==> src/rtl/note_sequencer.sv <==
// Step-table driven note sequencer: plays a list of per-channel pitch,
// enable and waveform updates, holding each step for a whole number of ticks.
//
// Handshake/control semantics: start and stop are level-sampled on every
// rising edge (no valid/ready pairing). stop has priority over everything
// else. wr_en commits one table entry per cycle, in any state. The read
// done by APPLY returns the contents from before a same-cycle write.
module note_sequencer #(
    parameter int NUM         = 4,
    parameter int C           = 14,
    parameter int DEPTH       = 16,
    parameter int DW          = 8,
    parameter int TICK_CYCLES = 120_000,
    localparam int AW         = $clog2(DEPTH),
    localparam int CHW        = (NUM > 1) ? $clog2(NUM) : 1
) (
    input  logic              clk,
    input  logic              rst,
    input  logic              wr_en,
    input  logic [AW-1:0]     wr_addr,
    input  logic [CHW-1:0]    wr_chan,
    input  logic              wr_ena,
    input  logic [1:0]        wr_wave,
    input  logic [C-1:0]      wr_pitch,
    input  logic [DW-1:0]     wr_dur,
    input  logic              wr_last,
    input  logic              start,
    input  logic              stop,
    input  logic              loop,
    output logic [NUM*C-1:0]  pitches,
    output logic [NUM-1:0]    channel_ena,
    output logic [NUM*2-1:0]  waveforms,
    output logic              busy,
    output logic [AW-1:0]     step_idx,
    output logic              done,
    output logic [1:0]        dbg_state
);

    localparam int PW = (TICK_CYCLES > 1) ? $clog2(TICK_CYCLES) : 1;

    typedef enum logic [1:0] {
        IDLE  = 2'd0,
        APPLY = 2'd1,
        HOLD  = 2'd2
    } state_t;

    typedef struct packed {
        logic [CHW-1:0] chan;
        logic           ena;
        logic [1:0]     wave;
        logic [C-1:0]   pitch;
        logic [DW-1:0]  dur;
        logic           last;
    } step_t;

    step_t          step_mem [DEPTH];
    step_t          cur;
    state_t         state;
    state_t         state_n;
    logic [PW-1:0]  presc;
    logic [DW-1:0]  dur_cnt;
    logic           hold_last;
    logic           tick_wrap;
    logic           apply_last;
    logic           step_last;
    logic           expire;
    logic           finish;
    logic [AW-1:0]  idx_n;

    assign cur       = step_mem[step_idx];
    assign tick_wrap = (presc == PW'(TICK_CYCLES - 1));
    assign busy      = (state != IDLE);
    assign dbg_state = state;

    // Step table: write port only, never reset; read is combinational.
    always_ff @(posedge clk) begin
        if (wr_en) begin
            step_mem[wr_addr] <= {wr_chan, wr_ena, wr_wave, wr_pitch, wr_dur, wr_last};
        end
    end

    // FSM state register.
    always_ff @(posedge clk or posedge rst) begin
        if (rst) begin
            state <= IDLE;
        end else begin
            state <= state_n;
        end
    end

    // Next state, next step index and step expiry; the last table entry
    // always ends the sequence so the index never wraps silently.
    always_comb begin
        state_n    = state;
        expire     = 1'b0;
        finish     = 1'b0;
        idx_n      = step_idx;
        apply_last = cur.last || (step_idx == AW'(DEPTH - 1));
        step_last  = (state == APPLY) ? apply_last : hold_last;
        case (state)
            IDLE: begin
                if (start) begin
                    state_n = APPLY;
                    idx_n   = '0;
                end
            end
            APPLY: begin
                if (cur.dur == '0) begin
                    expire = 1'b1;
                end else begin
                    state_n = HOLD;
                end
            end
            HOLD: begin
                if (tick_wrap && (dur_cnt == DW'(1))) begin
                    expire = 1'b1;
                end
            end
            default: state_n = IDLE;
        endcase
        if (expire) begin
            if (!step_last) begin
                state_n = APPLY;
                idx_n   = step_idx + 1'b1;
            end else if (loop) begin
                state_n = APPLY;
                idx_n   = '0;
            end else begin
                state_n = IDLE;
                finish  = 1'b1;
            end
        end
        if (stop) begin
            state_n = IDLE;
            finish  = 1'b0;
            idx_n   = step_idx;
        end
    end

    // Channel outputs, step index, done pulse and the tick/duration counters.
    always_ff @(posedge clk or posedge rst) begin
        if (rst) begin
            pitches     <= '0;
            channel_ena <= '0;
            waveforms   <= '0;
            step_idx    <= '0;
            done        <= 1'b0;
            presc       <= '0;
            dur_cnt     <= '0;
            hold_last   <= 1'b0;
        end else begin
            done     <= finish;
            step_idx <= idx_n;
            if (stop) begin
                channel_ena <= '0;
            end else if (state == APPLY) begin
                for (int n = 0; n < NUM; n++) begin
                    if (cur.chan == CHW'(n)) begin
                        pitches[n*C +: C]   <= cur.pitch;
                        channel_ena[n]      <= cur.ena;
                        waveforms[n*2 +: 2] <= cur.wave;
                    end
                end
                dur_cnt   <= cur.dur;
                presc     <= '0;
                hold_last <= apply_last;
            end else if (state == HOLD) begin
                if (tick_wrap) begin
                    presc   <= '0;
                    dur_cnt <= dur_cnt - 1'b1;
                end else begin
                    presc <= presc + 1'b1;
                end
            end
        end
    end

endmodule
==> config.mk <==
export PLATFORM = sky130hd
export DESIGN_NAME = note_sequencer
export DESIGN_NICKNAME = d
export VERILOG_FILES = /design/src/rtl/note_sequencer.sv
export SDC_FILE = /design/constraint.sdc
export NUM_CORES = 1
export LEC_CHECK = 0
export CAP_MARGIN = 20
export CORE_MARGIN = 8
export CORE_UTILIZATION = 45
export DETAILED_ROUTE_END_ITERATION = 10
export PLACE_DENSITY_LB_ADDON = 0.3
export SETUP_SLACK_MARGIN = 0.4
export SLEW_MARGIN = 20
export SYNTH_ARGS = -nofsm -noshare
export SYNTH_HDL_FRONTEND = slang
export SYNTH_SLANG_ARGS = --single-unit
export TNS_END_PERCENT = 30
==> constraint.sdc <==
create_clock -name clk -period 4.4 [get_ports clk]
set_input_delay 1.1 -clock clk [delete_from_list [all_inputs] [get_ports clk]]
set_output_delay 1.1 -clock clk [all_outputs]
set_load 0.02 [all_outputs]
Word level (Yosys, flattened, before mapping)
Memories as Yosys holds them, arrays and structs flattened.
Cells that the tools add are included.
W data, S select, Z words.
{"block": "word_totals", "ram_bits": 448, "reg_bits": 101, "wordCells": 92, "out_inout_bits": 76, "n_memories": 1}
{"block": "op_classes", "reduce_logical": 24, "bitwise_logic": 1, "eq_ne": 11, "muxes": 34, "addsub": 3}
{"name": "step_mem", "words": 16, "width": 28, "read_ports": 1, "rd_ports_with_merged_regs": 0, "wr": 1, "line_no": "56", "text": "step_t step_mem [DEPTH];"}
{"operator": "$mux W17", "n": 3}
{"operator": "$mux W4", "n": 7}
{"operator": "$mux W8", "n": 3}
{"operator": "$reduce_and A3 Y1", "n": 6}
{"operator": "$add A17 B1 Y17 const B", "n": 1}
{"operator": "$eq A17 B17 Y1 const B", "n": 1}
{"operator": "$reduce_bool A2 Y1", "n": 8}
{"operator": "$mux W1", "n": 15}
{"operator": "$reduce_and A2 Y1", "n": 5}
{"operator": "$eq A8 B1 Y1 const B", "n": 1}
{"operator": "$logic_not A8 Y1", "n": 1}
{"operator": "$mux W2", "n": 4}
{"operator": "$ne A4 B4 Y1 const B", "n": 2}
{"operator": "$sub A8 B1 Y8 const B", "n": 1}
{"operator": "$eq A2 B2 Y1 const B", "n": 3}
{"operator": "$pmux W2 S3", "n": 1}
{"operator": "$add A4 B1 Y4 const B", "n": 1}
{"operator": "$eq A2 B1 Y1 const B", "n": 2}
{"operator": "$eq A4 B4 Y1 const B", "n": 1}
{"operator": "$logic_not A2 Y1", "n": 2}
{"operator": "$ne A3 B3 Y1 const B", "n": 1}
{"operator": "$pmux W1 S2", "n": 1}
{"operator": "$logic_and A1 B1 Y1", "n": 1}
{"operator": "$logic_or A1 B1 Y1", "n": 1}
{"operator": "$not A1 Y1", "n": 1}

Longest topological paths before layout
Gate-level depths: netlist of run 1.
{"block": "logic_depth", "word_depth": 6, "depth_mapped": 11, "depth_no_buf": 10}

Worst setup path before layout of run 1
No wires, ideal clock.
{"block": "synth_timing", "kind": "in2reg", "from": "in wr_addr[2]", "to": "mem step_mem[0][0] in the netlist's numbering, enable pin", "n_path_buf": 0, "setup_slack_ps": 401, "t_required_ps": 3952, "cell_stages": 2, "t_arrival_ps": 3550, "path_cell_list": "or3b_2 > nor3_1"}
{"element": "from (decl)", "line_no": "20", "text": "input logic [AW-1:0] wr_addr,"}
{"element": "to (decl)", "line_no": "56"}
Straight into the memory's write port.

Worst setup path after layout of run 1
{"block": "layout_timing", "from": "reg step_idx[1]", "to": "out step_idx[1]"}
{"element": "from (decl)", "line_no": "34", "text": "output logic [AW-1:0] step_idx,"}
{"element": "from (signal assigned)", "line_no": "153", "text": "step_idx <= idx_n;"}
No word-level cell between the ends.

==> results of run 1 <==
## cell families after synthesis
logic type                 share of synthesized area
adders and majority gates                   0.004671
muxes                                         0.1777
DFF                                           0.7457
buffers and inverters                        0.01203
AOI/OAI and AO/OA                            0.01874
and+or+nand+nor                              0.03702
xor gates and xnor gates                    0.004087
## placed cells by master, fill, tap and decap left out, drive strengths merged, types with 2 or more instances in the layout
cell	instances
nor2	48
mux4	132
o31ai	2
nand4b	2
a21o	4
nand3	19
inv	11
o21ai	11
clkinvlp	3
bufinv	4
a22oi	8
buf	32
edfxtp	448
nand2	27
nor4b	2
o22ai	8
and2	2
nor3	13
a221oi	2
nand3b	4
clkbuf	67
and3	4
nor4	3
clkinv	25
nand4	5
mux2i	7
or2	2
xor2	9
or3	3
nor2b	5
ha	8
mux2	68
a22o	5
nand2b	9
dfrtp	101
a211oi	2
a21oi	10
clkdlybuf4s50	113
## critical path: stages (launching register included)
cell,delay [ns]
dfrtp_4,0.81
buf_4,0.54
clkdlybuf4s50_1,0.77
## worst paths after layout
path | cells past startpoint | end | slack, ns | from
worst max-delay path | 2 | step_idx[1] | 0.60 | step_idx[1]$_DFFE_PP0N_
worst min-delay path | 1 | waveforms[5]$_DFFE_PP0P_ | 0.50 | waveforms[5]$_DFFE_PP0P_
worst max register to register | 8 | step_idx[0]$_DFFE_PP0N_ | 0.73 | step_idx[0]$_DFFE_PP0N_
worst min register to register | 1 | waveforms[5]$_DFFE_PP0P_ | 0.50 | waveforms[5]$_DFFE_PP0P_
max in group asynchronous | 3 | pitches[8]$_DFFE_PP0P_ | 2.70 | rst
min in group asynchronous | 2 | waveforms[7]$_DFFE_PP0P_ | 0.98 | rst
## synth_stat cells (all sizes together) (10+ instances only)
cell	instances
a21oi	10
nor3	13
nand3	19
mux2	68
dfrtp	101
buf	23
nand2	27
mux4	132
clkbuf	25
nor2	48
inv	11
edfxtp	448
o21ai	11
## metal layers
metal,vias to the layer above,share of wire,global-route usage
met5,-,0.00080,0
met1,5631,0.44,0.2383
li1,4574,-,-
met3,62,0.069,0.03024
met4,6,0.017,0.04110
met2,337,0.47,0.2543
## power groups by stage
| stage | logic, mW | registers [mW] | clock network (mW) |
|---|---|---|---|
| final | 1.91 | 6.30 | 4.33 |
| after global routing | 2.04 | 6.36 | 4.60 |
| after CTS | 1.94 | 6.31 | 4.42 |
| after detailed placement | 1.93 | 6.41 | 0 |
| after global placement | 1.90 | 6.39 | 0 |
| after floorplan | 0.659 | 6.72 | 0 |
## final cells by class
cell class              count  area [um^2]  area share
multi-input cells         439         5301      0.2106
clock buffers              67         1410     0.05601
diodes                      1        2.502  0.00009940
repair buffers            145         1396     0.05547
inverters                  12        47.55    0.001889
clock inverters            31        256.5     0.01019
well taps                 615        769.5     0.03057
flip-flops and latches    549        15990      0.6352
## metrics by stage
step / std cells / worst slack [ns] / utilization / power (mW) / hold slack [ns]
detailed placement: 1760 / 0.6839 / 0.4965 / 8.341 / 0.4931
finish: 1859 / 0.5951 / 0.5317 / 12.54 / 0.5026
CTS: 1858 / 0.4916 / 0.5317 / 12.66 / 0.5063
global route: 1858 / 0.4273 / 0.5317 / 13.00 / 0.5120
floorplan: 1048 / 0.4015 / - / 7.376 / 0.4759
global placement: 1760 / 0.7046 / 0.4965 / 8.292 / 0.4894
## state kept, by name, indices dropped and copies added, names as in the netlist, 2 cells and up
register / count
step_idx: 4
dbg_state: 2
pitches: 56
step_mem: 448
waveforms: 8
dur_cnt: 8
presc: 17
channel_ena: 4
==> run metrics, run 1 <==
Switching Fraction 0.2440; die width 234.2 um; Crit path required time 3.30 ns; Fin Clk Skew 0.01591 ns; drt wl/cell 24.27 um; total track usage 0.1637; final instance area 25170 um^2; Tmin final 3.805 ns; crit path capture type output port; kind of critical path reg2out; Syn. warnings 0; Resize count post-CTS 0; ys async rst share 0.1840; Post-synth EDFFs 448; # IOs 114; H-tree Lvls 2; share of the synthesized area in the top cell type 0.6278; GRT overflow 0; CTS hold repair buffers 0; Sw Pwr 3.060 mW; Syn Std Cell Area 21430 um^2; starting density of the core 0.4526; Remaining DRCs 0; Distinct cells, synth 56; Rel. slew slack 0.3417; syn nets 1094; internal power 9.484 mW; register bit total from synthesis 549; CORE AREA 47350 um^2; CTS tree yes; clock transition at the registers of the reported paths 0.06 ns; RSZ-0062 raised after global routing no; PwrDens 498.3 nW/um^2; Core Rows 80; fin crit share 0.8647; 1st-iter DRT viols 914; sequential-to-total area share from yosys stat 0.7457; Worst IR Drop VDD 0.3036 mV; Root Driver clkbuf_16; synth top area cells edfxtp_1 (63%), mux4_2 (14%), dfrtp_1 (12%); layout cell share with drive strength beyond 1 0.2671; antenna violations before repair 3; Tightest Pin Transition 0.9875 ns; vias in the first global route 10931; Final Max Slew Viols 0; crit-path max FO 39; die height 234.2 um; die area 54860 um^2; Sequential Power Share 0.502; crit path DAT 2.70 ns; Leakage 8.250 nW; Final Hold Vio Count 0; final wirelength 45.12 mm; Comb power frac 0.153; post-DR vias/cell 5.707; type of the worst min-delay path reg2reg; # fillers 3683; Port-buffer cells 113; Clk Latency, worst-skew pair 0.57 ns; via count 10610; area post-placement 23510 um^2; cts bufs inserted 53; status finished clean; max cap viols 0; CTS max path bufs 3; final setup fails 0; nature of the critical path startpoint flip-flop; Layout area overhead 17.48%; DRT antenna net count 0; Cells after Synth 1048; Final HPWL DP 25.52 mm; Clk network pwr share 0.345; first-pass GRT wire length 67.42 mm; largest net degree at the start of global routing 54; postcts setup bufs 0; top_reg_cell synth edfxtp_1; syn_area_per_cell 20.45 um^2; post-synth top area cell edfxtp_1; nets 1246; clock sink total 549; Max Freq 0.2628 GHz; drt pass-1 iters 5; GPL Wtd Cong 0.7732; Fin Setup TNS 0 ns
Power figures use the tool's default switching activity.
==> run 2, diff against run 1 <==
--- a/config.mk
+++ b/config.mk
@@ -8,6 +8,7 @@
 export CAP_MARGIN = 20
 export CORE_MARGIN = 8
 export CORE_UTILIZATION = 45
+export CTS_CLUSTER_DIAMETER = 150
 export DETAILED_ROUTE_END_ITERATION = 10
 export PLACE_DENSITY_LB_ADDON = 0.3
 export SETUP_SLACK_MARGIN = 0.4
==> results of run 2 <==
No change in the layout: final DEF, timing and power equal those of run 1.
